===== config.mk =====
export PLATFORM = sky130hd
export DESIGN_NAME = apb_master
export DESIGN_NICKNAME = d
export VERILOG_FILES = /design/src/rtl/apb_pkg.sv /design/src/rtl/apb_wdog.sv /design/src/rtl/apb_master.sv
export SDC_FILE = /design/constraint.sdc
export NUM_CORES = 1
export LEC_CHECK = 0
export CORE_MARGIN = 2
export CORE_UTILIZATION = 35
export DETAILED_ROUTE_END_ITERATION = 6
export PLACE_DENSITY = 0.76
export SLEW_MARGIN = 20
export SYNTH_ARGS = -nofsm -noshare
export SYNTH_HDL_FRONTEND = slang
export SYNTH_HIERARCHICAL = 1
export SYNTH_SLANG_ARGS = --single-unit

===== constraint.sdc =====
create_clock -name pclk -period 1.61 [get_ports pclk]
set_input_delay 0.322 -clock pclk [delete_from_list [all_inputs] [get_ports pclk]]
set_output_delay 0.322 -clock pclk [all_outputs]
set_load 0.03 [all_outputs]

===== src/rtl/apb_pkg.sv =====
// Shared types for the APB requester: FSM state encoding, default bus widths
// and the command payload struct.
package apb_pkg;

    localparam int unsigned APB_ADDR_W = 32;
    localparam int unsigned APB_DATA_W = 32;

    typedef enum logic [1:0] {
        IDLE   = 2'd0,
        SETUP  = 2'd1,
        ACCESS = 2'd2,
        RESP   = 2'd3
    } apb_master_state_e;

    typedef struct packed {
        logic                  write;
        logic [APB_ADDR_W-1:0] addr;
        logic [APB_DATA_W-1:0] wdata;
    } apb_cmd_t;

endpackage


===== src/rtl/apb_wdog.sv =====
// Saturating ACCESS wait counter; expired flags when the count reaches TIMEOUT_CYCLES.
// Instantiated by apb_master only when APB_MASTER_TIMEOUT_EN is defined.
module apb_wdog #(
    parameter int unsigned TIMEOUT_CYCLES = 16
) (
    input  logic clk,
    input  logic rst,
    input  logic clr,
    input  logic inc,
    output logic expired
);

    localparam int unsigned CNT_W = (TIMEOUT_CYCLES < 1) ? 1 : $clog2(TIMEOUT_CYCLES + 1);
    localparam logic [CNT_W-1:0] CNT_MAX = CNT_W'(TIMEOUT_CYCLES);

    logic [CNT_W-1:0] cnt_q;
    logic [CNT_W-1:0] cnt_d;

    always_comb begin
        cnt_d = cnt_q;
        if (clr) begin
            cnt_d = '0;
        end else if (inc && (cnt_q != CNT_MAX)) begin
            cnt_d = cnt_q + CNT_W'(1);
        end
    end

    always_ff @(posedge clk) begin
        if (rst) begin
            cnt_q <= '0;
        end else begin
            cnt_q <= cnt_d;
        end
    end

    assign expired = (cnt_q == CNT_MAX);

endmodule


===== src/rtl/apb_master.sv =====
// Single-outstanding valid/ready command to APB SETUP/ACCESS requester.
// Define APB_MASTER_TIMEOUT_EN to abort ACCESS after TIMEOUT_CYCLES wait states.
module apb_master
    import apb_pkg::*;
#(
    parameter int unsigned ADDR_W         = APB_ADDR_W,
    parameter int unsigned DATA_W         = APB_DATA_W,
    parameter int unsigned TIMEOUT_CYCLES = 16
) (
    input  logic              pclk,
    input  logic              preset,
    input  logic              cmd_valid,
    output logic              cmd_ready,
    input  logic              cmd_write,
    input  logic [ADDR_W-1:0] cmd_addr,
    input  logic [DATA_W-1:0] cmd_wdata,
    output logic              rsp_valid,
    input  logic              rsp_ready,
    output logic [DATA_W-1:0] rsp_rdata,
    output logic              rsp_err,
    output logic              rsp_timeout,
    output logic              psel,
    output logic              penable,
    output logic              pwrite,
    output logic [ADDR_W-1:0] paddr,
    output logic [DATA_W-1:0] pwdata,
    input  logic [DATA_W-1:0] prdata,
    input  logic              pready,
    input  logic              pslverr
);

    apb_master_state_e state_q;
    apb_master_state_e state_d;

    logic              cmd_ready_q, cmd_ready_d;
    logic              rsp_valid_q, rsp_valid_d;
    logic              psel_q, psel_d;
    logic              penable_q, penable_d;
    logic              pwrite_q, pwrite_d;
    logic [ADDR_W-1:0] paddr_q, paddr_d;
    logic [DATA_W-1:0] pwdata_q, pwdata_d;
    logic [DATA_W-1:0] rsp_rdata_q, rsp_rdata_d;
    logic              rsp_err_q, rsp_err_d;
    logic              rsp_timeout_q, rsp_timeout_d;
    logic              timeout_c;

`ifdef APB_MASTER_TIMEOUT_EN
    logic wdog_expired;

    apb_wdog #(
        .TIMEOUT_CYCLES(TIMEOUT_CYCLES)
    ) u_wdog (
        .clk    (pclk),
        .rst    (preset),
        .clr    (state_q == SETUP),
        .inc    ((state_q == ACCESS) && !pready),
        .expired(wdog_expired)
    );

    // A pready arriving in the expiry cycle still completes normally.
    assign timeout_c = (state_q == ACCESS) && !pready && wdog_expired;
`else
    logic unused_timeout_cfg;
    assign unused_timeout_cfg = (TIMEOUT_CYCLES == 0);
    assign timeout_c          = 1'b0;
`endif

    always_ff @(posedge pclk) begin
        if (preset) begin
            state_q <= IDLE;
        end else begin
            state_q <= state_d;
        end
    end

    always_comb begin
        state_d = state_q;
        case (state_q)
            IDLE:    if (cmd_valid) state_d = SETUP;
            SETUP:   state_d = ACCESS;
            ACCESS:  if (pready || timeout_c) state_d = RESP;
            RESP:    if (rsp_ready) state_d = IDLE;
            default: state_d = IDLE;
        endcase
    end

    // Control outputs follow the upcoming state so they leave the flops aligned with it.
    always_comb begin
        psel_d        = (state_d == SETUP) || (state_d == ACCESS);
        penable_d     = (state_d == ACCESS);
        cmd_ready_d   = (state_d == IDLE);
        rsp_valid_d   = (state_d == RESP);
        pwrite_d      = pwrite_q;
        paddr_d       = paddr_q;
        pwdata_d      = pwdata_q;
        rsp_rdata_d   = rsp_rdata_q;
        rsp_err_d     = rsp_err_q;
        rsp_timeout_d = rsp_timeout_q;

        if ((state_q == IDLE) && cmd_valid) begin
            pwrite_d = cmd_write;
            paddr_d  = cmd_addr;
            pwdata_d = cmd_write ? cmd_wdata : '0;
        end

        if (state_q == ACCESS) begin
            if (pready) begin
                rsp_rdata_d   = pwrite_q ? '0 : prdata;
                rsp_err_d     = pslverr;
                rsp_timeout_d = 1'b0;
            end else if (timeout_c) begin
                rsp_rdata_d   = '0;
                rsp_err_d     = 1'b1;
                rsp_timeout_d = 1'b1;
            end
        end
    end

    always_ff @(posedge pclk) begin
        if (preset) begin
            cmd_ready_q   <= 1'b1;
            rsp_valid_q   <= 1'b0;
            psel_q        <= 1'b0;
            penable_q     <= 1'b0;
            pwrite_q      <= 1'b0;
            paddr_q       <= '0;
            pwdata_q      <= '0;
            rsp_rdata_q   <= '0;
            rsp_err_q     <= 1'b0;
            rsp_timeout_q <= 1'b0;
        end else begin
            cmd_ready_q   <= cmd_ready_d;
            rsp_valid_q   <= rsp_valid_d;
            psel_q        <= psel_d;
            penable_q     <= penable_d;
            pwrite_q      <= pwrite_d;
            paddr_q       <= paddr_d;
            pwdata_q      <= pwdata_d;
            rsp_rdata_q   <= rsp_rdata_d;
            rsp_err_q     <= rsp_err_d;
            rsp_timeout_q <= rsp_timeout_d;
        end
    end

    assign cmd_ready   = cmd_ready_q;
    assign rsp_valid   = rsp_valid_q;
    assign psel        = psel_q;
    assign penable     = penable_q;
    assign pwrite      = pwrite_q;
    assign paddr       = paddr_q;
    assign pwdata      = pwdata_q;
    assign rsp_rdata   = rsp_rdata_q;
    assign rsp_err     = rsp_err_q;
    assign rsp_timeout = rsp_timeout_q;

endmodule


==> flow_summary.yaml, run 1 <==
status:
  status: "finished clean"
route:
  drc: 0
  first_pass_iters: 4
  vias: 3844
  drt_wl_total_mm: 11.4
  drtAntennaViolNets: 0
  wl_per_cell_um: 14.4
  viasPerCell: 4.85
  drt_iter0_drc: 227
worst_setup_path:
  crit_required_ns: 1.87
  startpoint: "state_q[0]"
  worstSetupStartpointType: "flip-flop"
  arrival_ns: 1.74
  crit_type: "reg2reg"
  crit_fanout: 7
  endpoint_kind: "flip-flop"
  r2r_start: "state_q[0]"
synthesis:
  synth_compound_area_frac: 0.135
  synth_mux_area_frac: 0.00259
  syn_avg_cell_area_um2: 8.37
  ys_warn_count: 6
  synth_xor_area_frac: 0
  synth_top_family_by_area: "simple AND/OR/NAND/NOR gates"
  synth_fp_nets: 568
  ys_seq_area_frac: 0.539
  synthCells: 462
  synth_fa_ha_area_frac: 0.00971
  ys_ff_latch: 104
  ys_types: 23
  synth-simple-area-share: 0.253
  synth_area_mm2: 0.00386
global_routing:
  grt-ovfl-total: 0
  grt_max_degree: 45
  grt_antenna_before_repair: 0
  grt_pass1_vias: 3568
  grt_pass1_wl_mm: 17.4
  gr-usage-all-layers: 0.186
clocking:
  cts_buffers: 9
  htree_levels: 3
  clk_path_buf_depth: 2
  clkSinkCount: 104
  clk_pin_slew_ns: 0.09
  cts_tree: "yes"
  clockRootBuffer: "clkbuf_8"
  clock_latency_ns: 0.36
place:
  place_inst: 777
  post_dp_cell_area_mm2: 0.00604
  hpwl_mm: 8.10
  gp_congestion: 0.754
  port-buffer-count: 204
hold_path:
  worstHoldStart: "preset"
  hp-class: "in2reg"
floorplan:
  num_io_pins: 206
  core_area_mm2: 0.0108
  die_w_um: 109
  die_h_um: 109
  start_util: 0.358
  die-area_mm2: 0.0119
  fp-row-count: 38
timing:
  finalSetupViolCount: 0
  period_minus_slack_ns: 1.48
  slew_violations: 0
  rsz0062_at_grt: "false"
  hold_ws_ns: 0.318
  fin_crit_sh: 0.918
  achievable-frequency_ghz: 0.677
  final-hold-violation-count: 0
  fin_skew_ns: 0.0121
power_and_ir_drop:
  seqPwrFrac: 0.507
  p_switching_w: 0.00162
  total_power_w: 0.00552
  clkPwrFrac: 0.266
  p_per_area_mw_per_mm2: 906
  irDropWorstVdd_uv: 406
  swShare: 0.294
  internal_power_w: 0.00390
  power.leakage_nw: 2.61
  combPwrFrac: 0.227
layout:
  final_cells: 792
  drive_above_1_share: 0.0521
  multi_input_area_mm2: 0.00156
  nNetsFinal: 754
  diodes: 0
  fillers: 998
  design_area_mm2: 0.00609
  area_growth_pct: 57.6
  regArea_mm2: 0.00208
flow_run:
  drv_cap: 0
## final timing paths
path | endpoint | slack (ns) | cells past startpoint
worst min register to register | rsp_rdata[19] | 0.45 | 2
worst max-delay path | cmd_ready | 0.13 | 4
worst max register to register | cmd_ready | 0.13 | 4
worst min-delay path | paddr[6] | 0.32 | 2
## logic make-up after synthesis
family	Yosys count
AOI/OAI and AO/OA	102
other	1
adders and majority gates	3
muxes	1
DFF	104
and+or+nand+nor	207
buffers and inverters	44
## stage by stage
step | setup slack, ns | setup TNS (ns) | util
floorplan | 0.00245 | 0 | -
global placement | -0.144 | -6.48 | 0.560
detailed placement | -0.239 | -11.22 | 0.560
CTS | 0.0340 | 0 | 0.564
global route | 0.0218 | 0 | 0.564
finish | 0.132 | 0 | 0.564
## Yosys cell counts (all sizes together)
library cell / count / area share
ha: 3 / 0.0097
buf: 20 / 0.037
mux2i: 1 / 0.0026
o21ai: 1 / 0.0013
a21oi: 99 / 0.13
nand2: 132 / 0.13
and3b: 1 / 0.0023
o2bb2ai: 1 / 0.0039
a21o: 1 / 0.0019
nor2b: 4 / 0.0065
conb: 1 / 0.00097
clkbuf: 22 / 0.021
nand3b: 33 / 0.064
dfxtp: 104 / 0.54
inv: 2 / 0.0019
or2: 1 / 0.0016
nor2: 1 / 0.00097
nand3: 33 / 0.043
nor3b: 1 / 0.0032
or3b: 1 / 0.0029
## what timing repair did
| item | 4_1_cts | 5_1_grt |
|---|---|---|
| hold buffers | 0 | 0 |
| gates resized for setup | 101 | 1 |
| setup endpoints to repair | 101 | 1 |
| setup buffers | 0 | 0 |
## registers in the layout, summed over array words and instances (netlist names)
signal     cells
pwdata        32
paddr         32
penable        1
rsp_valid      1
rsp_rdata     32
state_q        2
rsp_err        1
cmd_ready      1
psel           1
pwrite         1
## layer usage
layer,vias up,wire length [µm],track usage
met5,-,0,0
met4,0,210,0.0778
met3,15,1250,0.0693
met2,166,5320,0.303
met1,1767,4610,0.220
li1,1896,-,-
## area by class of cell
| type | instances | area share |
|---|---|---|
| inverter | 2 | 0.00123 |
| clock buffer | 12 | 0.0255 |
| timing repair buffer | 217 | 0.344 |
| tap | 140 | 0.0288 |
| clock inverter | 3 | 0.00288 |
| multi-input combinational | 314 | 0.256 |
| sequential | 104 | 0.342 |
## power by group through the flow
stage	Sequential [W]	Combinational (W)	Clock (W)
3_5_place_dp	0.00287	0.00136	0
2_1_floorplan	0.00312	0.000440	0
5_1_grt	0.00282	0.00135	0.00164
3_3_place_gp	0.00286	0.00133	0
6_report	0.00280	0.00125	0.00147
4_1_cts	0.00280	0.00127	0.00153
## critical path, cell delays in order, from the launching register on
cell     delay [ns]
dfxtp_1        0.50
mux2i_1        0.27
a21oi_1        0.12
ha_1           0.22
or2_2          0.26
## placed cells by master, fill, tap and decap left out
cell / count
nand2_1: 132
dfxtp_1: 103
clkdlybuf4s50_1: 101
dlygate4sd2_1: 101
a21oi_1: 99
nand3_1: 33
nand3b_1: 33
clkbuf_8: 11
buf_4: 8
buf_12: 7
nor2b_1: 4
ha_1: 3
inv_1: 2
clkinv_2: 2
o21ai_0: 1
mux2i_1: 1
nor3b_4: 1
a21o_1: 1
or3b_4: 1
and3b_1: 1
o2bb2ai_2: 1
nor2_1: 1
or2_2: 1
conb_1: 1
clkbuf_1: 1
clkinvlp_4: 1
dfxtp_2: 1
(Power assumes the default switching activity.)
==> run 2, diff against run 1 <==
--- a/config.mk
+++ b/config.mk
@@ -5,10 +5,12 @@
 export SDC_FILE = /design/constraint.sdc
 export NUM_CORES = 1
 export LEC_CHECK = 0
+export CELL_PAD_IN_SITES_DETAIL_PLACEMENT = 0
+export CELL_PAD_IN_SITES_GLOBAL_PLACEMENT = 1
 export CORE_MARGIN = 2
-export CORE_UTILIZATION = 35
+export CORE_UTILIZATION = 24
 export DETAILED_ROUTE_END_ITERATION = 6
-export PLACE_DENSITY = 0.76
+export PLACE_DENSITY_LB_ADDON = 0.1
 export SLEW_MARGIN = 20
 export SYNTH_ARGS = -nofsm -noshare
 export SYNTH_HDL_FRONTEND = slang
==> run 2 against run 1 <==
  * Clock-buffer cell count is 1 lower
  * Register-to-register slack better by 0.06 ns
  * Cell count is 10% higher
  * Sequential power hardly changed
  * Worst hold slack better by 0.039 ns
  * Sequential share of layout area is 1.6 points lower
  * Critical endpoint unchanged
  * Largest cell class unchanged
==> flow_summary.yaml, run 2 (synthesis gave the netlist of run 1 again) <==
place:
  hpwl_mm: 8.25
  gp_congestion: 0.757
  place_ws_ns: -0.271
  port-buffer-count: 204
  place_inst: 855
global_routing:
  gr-usage-all-layers: 0.138
  grt_antenna_before_repair: 1
  grt_pass1_wl_mm: 18.2
  grt-ovfl-total: 0
  grt_pass1_vias: 3497
  grt_max_degree: 40
floorplan:
  die_w_um: 131
  fp-row-count: 46
  die_h_um: 131
  num_io_pins: 206
  core_area_mm2: 0.0158
  die-area_mm2: 0.0171
  start_util: 0.244
clocking:
  clock_latency_ns: 0.35
  clkSinkCount: 104
  htree_levels: 3
  cts_buffers: 9
  clockRootBuffer: "clkbuf_16"
  hold_buffers: 0
  post-cts-setup-buffers: 0
  clk_path_buf_depth: 2
  cts_tree: "yes"
  clk_pin_slew_ns: 0.07
route:
  vias: 3742
  wl_per_cell_um: 14.0
  drc: 0
  drt_iter0_drc: 110
  drt_wl_total_mm: 12.2
  first_pass_iters: 4
  drtAntennaViolNets: 0
  viasPerCell: 4.29
timing:
  slew_violations: 0
  rsz0062_at_grt: "false"
  fin_crit_sh: 0.925
  fin_skew_ns: 0.00517
  setup_ws_ns: 0.120
  period_minus_slack_ns: 1.49
  achievable-frequency_ghz: 0.671
  finalSetupViolCount: 0
  final-hold-violation-count: 0
power_and_ir_drop:
  power.leakage_nw: 2.70
  total_power_w: 0.00647
  p_per_area_mw_per_mm2: 1010
  irDropWorstVdd_uv: 603
worst_setup_path:
  startpoint: "pready"
  r2r_start: "state_q[0]"
  worstSetupStartpointType: "input pin"
  endpoint_kind: "flip-flop"
  crit_fanout: 3
  crit_chain: "clkdlybuf4s50_1, inv_1, mux2i_2, a21oi_1, ha_1, or2_2"
  arrival_ns: 1.72
  worst_path_max_delay_cell: "clkdlybuf4s50_1"
  crit_path_max_incr_delay_ns: 0.50
  crit_type: "in2reg"
  crit_required_ns: 1.84
layout:
  finish.utilization: 0.404
  multi_input_area_mm2: 0.00156
  regArea_mm2: 0.00208
  area_growth_pct: 65.4
  fillers: 1624
  final_cells: 872
  most-common-layout-cells: "132 x nand2_1, 104 x dfxtp_1, 101 x clkdlybuf4s50_1, 101 x dlygate4sd2_1, 99 x a21oi_1"
  nNetsFinal: 756
  drive_above_1_share: 0.0565
  final_common_cell: "nand2_1"
flow_run:
  drv_cap: 0
hold_path:
  hp-class: "in2reg"
  worstHoldStart: "preset"
status:
  status: "finished clean"
==> run 2: cell types whose count changed in the layout (fill, tap and decap cells not counted) <==
cell        delta
buf_12         +3
buf_4          -1
bufinv_16      +2
clkbuf_16      +9
clkbuf_8      -10
clkinv_2       -1
clkinvlp_4     +1
dfxtp_1        +1
dfxtp_2        -1
diode_2        +1
mux2i_1        -1
mux2i_2        +1
==> run 2: repair_timing <==
| item | 4_1_cts | 5_1_grt |
|---|---|---|
| gates resized for setup | 101 | 1 |
| endpoints found under the hold margin | 0 | 0 |
| setup endpoints to repair | 101 | 1 |
==> run 2: power by group <==
group	internal, W	switching, W	total (W)
combinational	0.000579	0.000728	0.00131
sequential	0.00272	0.0000698	0.00279
clock	0.00140	0.000973	0.00238
total	0.00470	0.00177	0.00647
==> run 2: path summary, 6_finish.rpt <==
check,end,slack [ns],depth (start not counted)
hold reg to reg,rsp_rdata[4],0.45,2
hold / removal,state_q[1],0.36,2
setup / recovery,cmd_ready,0.12,6
setup reg to reg,cmd_ready,0.19,5
==> run 2: through the flow <==
stage | cell area (µm²) | TNS, ns | hold WS, ns
after floorplan | 3860 | 0 | 0.458
after global placement | 6190 | -4.12 | 0.437
after detailed placement | 6190 | -7.40 | 0.443
after CTS | 6390 | 0 | 0.350
after global routing | 6390 | 0 | 0.374
final | 6390 | 0 | 0.356
==> run 2: final cells by class <==
cell class | instances | share of cell area
repair buffers | 219 | 0.336
flip-flops and latches | 104 | 0.326
multi-input cells | 314 | 0.244
well taps | 216 | 0.0423
clock buffers | 11 | 0.0380
clock inverters | 5 | 0.0125
inverters | 2 | 0.00117
diodes | 1 | 0.000391
==> run 2: routing by layer <==
metal	wire length (µm)	global-route usage	vias to the layer above	part of all wire
met5	0	0	-	0
met4	232	0.0613	0	0.019
met3	1150	0.0562	14	0.094
met2	5530	0.223	131	0.45
met1	5310	0.161	1689	0.43
li1	-	-	1908	-
==> run 2: critical path: cells and delay by family <==
| family | cells | cell delay [ns] |
|---|---|---|
| mux | 1 | 0.22 |
| simple gates | 1 | 0.26 |
| buf+inv | 2 | 0.56 |
| fa+ha+maj | 1 | 0.22 |
| compound gates | 1 | 0.13 |
==> run 3, diff against run 2 <==
--- a/config.mk
+++ b/config.mk
@@ -7,8 +7,8 @@
 export LEC_CHECK = 0
 export CELL_PAD_IN_SITES_DETAIL_PLACEMENT = 0
 export CELL_PAD_IN_SITES_GLOBAL_PLACEMENT = 1
-export CORE_MARGIN = 2
 export CORE_UTILIZATION = 24
+export CTS_CLUSTER_SIZE = 28
 export DETAILED_ROUTE_END_ITERATION = 6
 export PLACE_DENSITY_LB_ADDON = 0.1
 export SLEW_MARGIN = 20
==> run 3 against run 2 <==
  * Wire length shrank 0.89%
  * Critical path depth fell by 5
  * Clock skew grew 0.0020 ns
  * Clock power fell by 6%
  * Largest power group unchanged
==> flow_summary.yaml, run 3 (synthesis gave the netlist of run 1 again) <==
timing:
  rsz0062_at_grt: "false"
  hold_ws_ns: 0.377
  fin_crit_sh: 0.921
  period_minus_slack_ns: 1.48
  fin_skew_ns: 0.00713
  setup_ws_ns: 0.128
  achievable-frequency_ghz: 0.675
  final-hold-violation-count: 0
  finalSetupViolCount: 0
  slew_violations: 0
layout:
  drive_above_1_share: 0.0577
  final_common_cell: "nand2_1"
  nNetsFinal: 760
  diodes: 0
  fillers: 1635
  area_growth_pct: 65.5
  multi_input_area_mm2: 0.00156
  most-common-layout-cells: "132 x nand2_1, 104 x dfxtp_1, 101 x clkdlybuf4s50_1, 101 x dlygate4sd2_1, 99 x a21oi_1"
  regArea_mm2: 0.00208
global_routing:
  grt_antenna_before_repair: 1
  grt_max_degree: 35
  gr-usage-all-layers: 0.145
  grt_pass1_vias: 3703
  grt-ovfl-total: 0
  grt_pass1_wl_mm: 18.8
route:
  vias: 3808
  drtAntennaViolNets: 0
  drt_iter0_drc: 119
  first_pass_iters: 4
  viasPerCell: 4.35
  drt_wl_total_mm: 12.1
  drc: 0
  wl_per_cell_um: 13.8
floorplan:
  start_util: 0.244
  die_h_um: 129
  die_w_um: 129
  core_area_mm2: 0.0158
  fp-row-count: 46
  num_io_pins: 206
  die-area_mm2: 0.0166
power_and_ir_drop:
  irDropWorstVdd_uv: 465
  power.leakage_nw: 2.71
  p_per_area_mw_per_mm2: 994
worst_setup_path:
  worst_path_max_delay_cell: "dfxtp_1"
  crit_path_max_incr_delay_ns: 0.57
  critPathBufInv: 1
  crit_chain: "buf_4"
  cpLargestDelayFamily: "flip-flops"
  crit_type: "reg2out"
  crit_required_ns: 1.29
  arrival_ns: 1.16
  worstSetupStartpointType: "flip-flop"
  crit_fanout: 11
  endpoint_kind: "primary output"
clocking:
  hold_buffers: 0
  cts_tree: "yes"
  clock_latency_ns: 0.34
  htree_levels: 3
  cts_buffers: 9
  clockRootBuffer: "clkbuf_16"
  clk_pin_slew_ns: 0.07
  clkSinkCount: 104
  clk_path_buf_depth: 2
status:
  status: "finished clean"
place:
  place_ws_ns: -0.168
  hpwl_mm: 8.35
  gp_congestion: 0.681
  port-buffer-count: 204
hold_path:
  hp-class: "in2reg"
flow_run:
  drv_cap: 0
[run 3: cell types whose count changed in the layout (fill, tap and decap cells not counted), sizes merged]
cell | previous run | this run
clkinvlp | 2 | 1
clkinv | 1 | 0
bufinv | 2 | 1
diode | 1 | 0
clkbuf | 11 | 14
buf | 17 | 21
[run 3: per-stage QoR]
step	util	cell area (µm²)	std cells	power [W]	setup TNS, ns
final	0.404	6400	875	0.00636	0
after global routing	0.404	6400	875	0.00665	0
after CTS	0.404	6400	875	0.00647	0
after detailed placement	0.393	6220	859	0.00429	-6.32
after global placement	0.393	6220	859	0.00429	-5.43
after floorplan	-	3860	462	0.00356	0
[run 3: final cells by class]
cell class	instances	share of cell area
Timing Repair Buffer	223	0.341
Sequential cell	104	0.326
Inverter	2	0.00117
Tap cell	216	0.0423
Clock buffer	14	0.0413
Multi-Input combinational cell	314	0.243
Clock inverter	2	0.00587
[run 3: final timing paths]
kind | startpoint | end | slack, ns | cells after the start
worst max-delay path | pwrite | pwrite | 0.13 | 1
worst min-delay path | preset | state_q[0] | 0.38 | 2
worst max register to register | state_q[0] | cmd_ready | 0.16 | 4
worst min register to register | rsp_rdata[14] | rsp_rdata[14] | 0.45 | 2
[run 3: what timing repair did]
| item | in CTS | in global routing |
|---|---|---|
| setup buffers | 0 | 0 |
| gates resized for setup | 101 | 0 |
| setup endpoints to repair | 101 | 0 |
[run 3: where the power goes]
| part | internal (W) | total (W) | leakage (nW) | switching (W) |
|---|---|---|---|---|
| Sequential | 0.00272 | 0.00280 | 0.848 | 0.0000794 |
| Combinational | 0.000591 | 0.00132 | 1.72 | 0.000727 |
| Clock | 0.00129 | 0.00224 | 0.143 | 0.000950 |
[run 3: routing by layer]
layer / global-route usage / share of wire
met1: 0.172 / 0.44
met2: 0.238 / 0.46
met3: 0.0520 / 0.084
met4: 0.0602 / 0.014
met5: 0 / 0.00091
